--- src/rtl/sipo_rx_if.sv ---
// Serial receive link bundle: serial bit stream in, assembled word plus status out.
// Latency: none, this is wiring only.
// Backpressure: the consumer releases a held word through ack; nothing stalls the sender.
interface sipo_rx_if #(
    parameter int WIDTH = 4
);
    logic             din;
    logic             en;
    logic             sync;
    logic             ack;
    logic [WIDTH-1:0] q;
    logic             valid;
    logic             overrun;
    logic             busy;

    // Sender/consumer side: drives the serial stream and the ack.
    modport master (
        output din, en, sync, ack,
        input  q, valid, overrun, busy
    );

    // Receiver side: samples the stream and presents words.
    modport slave (
        input  din, en, sync, ack,
        output q, valid, overrun, busy
    );
endinterface

--- src/rtl/sipo_rx.sv ---
// Deserializes a sync-aligned serial bit stream into WIDTH-bit words.
// Latency: q/valid update on the edge that samples the final bit of a word.
// Backpressure: none toward the sender; an unacknowledged word is overwritten and overrun latches.
module sipo_rx #(
    parameter int WIDTH     = 4,
    parameter bit LSB_FIRST = 1'b1
) (
    input  logic         clk,
    input  logic         rst,
    sipo_rx_if.slave     bus
);
    localparam int CW = $clog2(WIDTH + 1);

    typedef enum logic {
        HUNT,
        SHIFT
    } state_t;

    state_t           state;
    logic [CW-1:0]    count;
    logic [WIDTH-1:0] sreg;
    logic [WIDTH-1:0] q_reg;
    logic             valid_reg;
    logic             overrun_reg;

    logic [WIDTH-1:0] place;
    logic [WIDTH-1:0] word_ins;
    logic [WIDTH-1:0] word_first;
    logic             last_bit;

    // Position of the next bit within the word, plus the two candidate register images.
    always_comb begin
        place      = '0;
        word_first = '0;
        for (int i = 0; i < WIDTH; i++) begin
            place[i] = (((LSB_FIRST != 1'b0) ? i : (WIDTH - 1 - i)) == int'(count));
        end
        word_ins = (sreg & ~place) | (place & {WIDTH{bus.din}});
        if (LSB_FIRST != 1'b0) begin
            word_first[0] = bus.din;
        end else begin
            word_first[WIDTH-1] = bus.din;
        end
        last_bit = (count == CW'(WIDTH - 1));
    end

    // Receive FSM: hunting for sync, then shifting bits and emitting words.
    always_ff @(posedge clk or posedge rst) begin
        if (rst) begin
            state       <= HUNT;
            count       <= '0;
            sreg        <= '0;
            q_reg       <= '0;
            valid_reg   <= 1'b0;
            overrun_reg <= 1'b0;
        end else begin
            // Ack is only meaningful while a word is held; a completion later
            // in this block re-asserts valid and wins over this clear.
            if (bus.ack && valid_reg) begin
                valid_reg <= 1'b0;
            end

            // Sync restarts alignment from either state and beats completion.
            if (bus.sync) begin
                state <= SHIFT;
                if (bus.en) begin
                    sreg  <= word_first;
                    count <= CW'(1);
                end else begin
                    sreg  <= '0;
                    count <= '0;
                end
            end else if (state == SHIFT && bus.en) begin
                if (last_bit) begin
                    q_reg     <= word_ins;
                    valid_reg <= 1'b1;
                    if (valid_reg && !bus.ack) begin
                        overrun_reg <= 1'b1;
                    end
                    sreg  <= '0;
                    count <= '0;
                end else begin
                    sreg  <= word_ins;
                    count <= count + CW'(1);
                end
            end
        end
    end

    assign bus.q       = q_reg;
    assign bus.valid   = valid_reg;
    assign bus.overrun = overrun_reg;
    assign bus.busy    = (state == SHIFT) && (count != '0);
endmodule

--- src/flat_wrapper.sv ---
// flat-port wrapper written by rule: the top's interface ports become plain ports
module sipo_rx_flat 
#(
    parameter int WIDTH     = 4,
    parameter bit LSB_FIRST = 1'b1
)
  (clk, rst, bus_din, bus_en, bus_sync, bus_ack, bus_q, bus_valid, bus_overrun, bus_busy);
  sipo_rx_if #(.WIDTH(WIDTH)) bus_i ();
  input  logic clk;
  input  logic rst;
  input wire logic [$bits(bus_i.din)-1:0] bus_din;
  input wire logic [$bits(bus_i.en)-1:0] bus_en;
  input wire logic [$bits(bus_i.sync)-1:0] bus_sync;
  input wire logic [$bits(bus_i.ack)-1:0] bus_ack;
  output wire logic [$bits(bus_i.q)-1:0] bus_q;
  output wire logic [$bits(bus_i.valid)-1:0] bus_valid;
  output wire logic [$bits(bus_i.overrun)-1:0] bus_overrun;
  output wire logic [$bits(bus_i.busy)-1:0] bus_busy;
  assign bus_i.din = bus_din;
  assign bus_i.en = bus_en;
  assign bus_i.sync = bus_sync;
  assign bus_i.ack = bus_ack;
  assign bus_q = bus_i.q;
  assign bus_valid = bus_i.valid;
  assign bus_overrun = bus_i.overrun;
  assign bus_busy = bus_i.busy;
  sipo_rx #(.WIDTH(WIDTH), .LSB_FIRST(LSB_FIRST)) u_core (.clk(clk), .rst(rst), .bus(bus_i));
endmodule
--- config.mk ---
export PLATFORM = sky130hd
export DESIGN_NAME = sipo_rx_flat
export DESIGN_NICKNAME = d
export VERILOG_FILES = /design/src/rtl/sipo_rx_if.sv /design/src/rtl/sipo_rx.sv /design/src/flat_wrapper.sv
export SDC_FILE = /design/constraint.sdc
export NUM_CORES = 1
export LEC_CHECK = 0
export ABC_AREA = 1
export BUFFER_PORTS_ARGS = -buffer_cell sky130_fd_sc_hd__buf_2
export CORE_AREA = 3 3 40 42
export CTS_CLUSTER_SIZE = 8
export DETAILED_ROUTE_END_ITERATION = 10
export DIE_AREA = 0 0 43 45
export HOLD_SLACK_MARGIN = 0.08
export MAX_ROUTING_LAYER = met4
export PLACE_DENSITY = 0.86
export REMOVE_ABC_BUFFERS = 1
export SETUP_SLACK_MARGIN = 0.05
export SYNTH_ARGS = -nofsm -noshare
export SYNTH_HDL_FRONTEND = slang
export SYNTH_SLANG_ARGS = --single-unit
--- constraint.sdc ---
create_clock -name clk -period 2.7 [get_ports clk]
set_input_delay 0.675 -clock clk [delete_from_list [all_inputs] [get_ports clk]]
set_output_delay 0.675 -clock clk [all_outputs]
set_load 0.03 [all_outputs]
==> reports/metrics.yaml <==
critPathTopFamily: "flip-flops"
r2r_slack_ps: 1540
yosys-top-cells-area: "dfrtp_1 (47%), nand2_1 (15%), ha_1 (7.3%)"
setup.worst_path.start_class: "register"
area_growth_pct: 15.45
ys_ff_latch: 13
final_antenna_net_count: 0
cap_violations: 0
clkTransAtPathRegs_ps: 80
syn-cell-area_um2: 688.2
synth_top_area_cell: "dfrtp_1"
stdcell_area_um2: 794.5
initial_core_util: 0.5355
endpoint_kind: "primary output"
viasPerCell: 4.947
hold_viol: 0
dr.first_iter.drc_count: 9
tns_ps: 0
p_leak_nw: 0.4617
synth_mux_area_frac: 0
drc: 0
largest_reg_flops: 4
boundaryPins: 13
cts_buffers: 3
ys_seq_area_frac: 0.4727
cp.required_ps: 2030
cts-resized-gates: 0
period_share: 0.7497
synthDistinctLibCells: 18
p_per_area_nw_per_um2: 643.0
hold_path.class: "primary input to async pin"
status: "finished, final reports clean"
ir_drop_v: 0.0003431
cts_tree: "done"
holdBufCountCts: 0
drive_gt1_frac: 0.3061
syn_avg_cell_area_um2: 8.392
setup_viol: 0
finalWorstPathRequiredPeriod_ps: 2024
crit_path_max_incr_delay_ps: 380
insertion_delay_ps: 280
die_x_um: 43
slew_headroom: 0.6738
num_antenna_cells: 0
die_height_um: 45
placed_cell_area_um2: 767.0
nets: 109
vias: 559
die_area_um2: 1935
synth_adder_area_share: 0.07273
grt.total_usage: 0.1668
drv_slew: 0
synth_cells: 82
drt_wl_total_um: 1202
synth-compound-area-share: 0.09455
h-tree-depth: 1
crit_cells: 4
antenna_found_initial: 0
clock-sinks: 13
reg2reg_depth: 7
crit_arrival_ps: 1350
grt_pass1_wl_um: 2339
cts-root-buf: "clkbuf_4"
skew_ps: 2.671
rows: 13
rsz0062_at_grt: "no"
synth-xor-area-share: 0
cts_setup_buffers: 0
synth_warnings: 0
synth_top_area_frac: 0.4727
dr.pass1.iters: 4
cp_slowest_cell: "dfrtp_1"
portBuffers: 12
wire_per_inst_um: 10.64
critPathKind: "register to primary output"
place_inst: 109
fmax_mhz: 494.0
fin_cells: 113
gp_congestion: 0.8773
synth_simple_gate_area_frac: 0.2727
clockBufferDepth: 2
grt_max_degree: 14
path_buf_inv: 2
grt_pass1_vias: 571
core_area_um2: 1285
dp_hpwl_um: 994.2
synth_top_family_by_area: "simple AND/OR/NAND/NOR gates"
crit_chain: "inv_1, ha_1, a21oi_1, buf_2"
cp_max_fo: 4
worstMarginPinSlew_ps: 488.7
overflow: 0
==> per-stage QoR <==
step / setup WS, ps / power [mW] / utilization / hold WS [ps]
2_1_floorplan: 865.3 / 0.3539 / - / 449.2
3_3_place_gp: 1024 / 0.3910 / 0.5969 / 457.0
3_5_place_dp: 982.6 / 0.3990 / 0.5969 / 460.9
4_1_cts: 668.0 / 0.5193 / 0.6183 / 423.1
5_1_grt: 572.2 / 0.5524 / 0.6183 / 443.7
6_report: 675.7 / 0.5108 / 0.6183 / 404.6
==> area by class of cell <==
type	count	area [um^2]
flip-flops and latches	13	325.3
clock inverters	1	5.005
inverters	16	60.06
fillers	119	490.5
repair buffers	12	60.06
well taps	15	18.77
multi-input cells	53	302.8
clock buffers	3	22.52
==> path summary, 6_finish.rpt <==
check | end | from
hold / removal | u_core.sreg[0]$_DFFE_PP0P_ | rst
max in group asynchronous | u_core.count[0]$_DFFE_PP0P_ | rst
setup / recovery | bus_busy | u_core.count[0]$_DFFE_PP0P_
min in group clk | u_core.bus.q[0]$_DFFE_PP0P_ | u_core.bus.q[0]$_DFFE_PP0P_
hold reg to reg | u_core.bus.q[0]$_DFFE_PP0P_ | u_core.bus.q[0]$_DFFE_PP0P_
setup reg to reg | u_core.sreg[0]$_DFFE_PP0P_ | u_core.count[0]$_DFFE_PP0P_
==> placed cells by master (no fill, tap or decap) <==
cell,count
a21oi_1,1
a21oi_2,1
buf_2,12
clkbuf_4,3
clkinv_2,1
dfrtp_1,13
ha_1,4
inv_1,11
inv_2,5
nand2_1,28
nand2_2,3
nand2_4,1
nand3_1,2
nand3_4,1
nor2_1,2
nor2_2,1
nor2_4,1
o211ai_1,2
o21ai_1,4
o21ai_2,1
o21bai_1,1
==> kinds of logic after synthesis <==
| family | after synthesis |
|---|---|
| AND/OR/NAND/NOR | 39 |
| buffers and inverters | 16 |
| flip-flops | 13 |
| AO/OA/AOI/OAI | 10 |
| adder cells (fa/ha/maj) | 4 |
==> power breakdown <==
group          internal (mW)  total (mW)  switching, mW
logic                 0.0481       0.155          0.107
clock network         0.0550       0.118         0.0632
registers              0.222       0.238         0.0156
total                  0.325       0.511          0.185
==> layer usage <==
metal  part of all wire  up-vias  track usage
met2               0.49       16       0.2964
li1                   -      282            -
met5                  0        -            -
met4              0.026        0      0.07229
met3              0.064        5      0.02789
met1               0.42      256       0.1853
==> Yosys cell counts <==
master and instances:
a21oi_1 1, a21oi_2 1, dfrtp_1 13, ha_1 4
inv_1 11, inv_2 5, nand2_1 28, nand2_2 3
nand2_4 1, nand3_1 2, nand3_4 1, nor2_1 2
nor2_2 1, nor2_4 1, o211ai_1 2, o21ai_1 4
o21ai_2 1, o21bai_1 1
No activity file was read; power rests on OpenSTA's default activity.
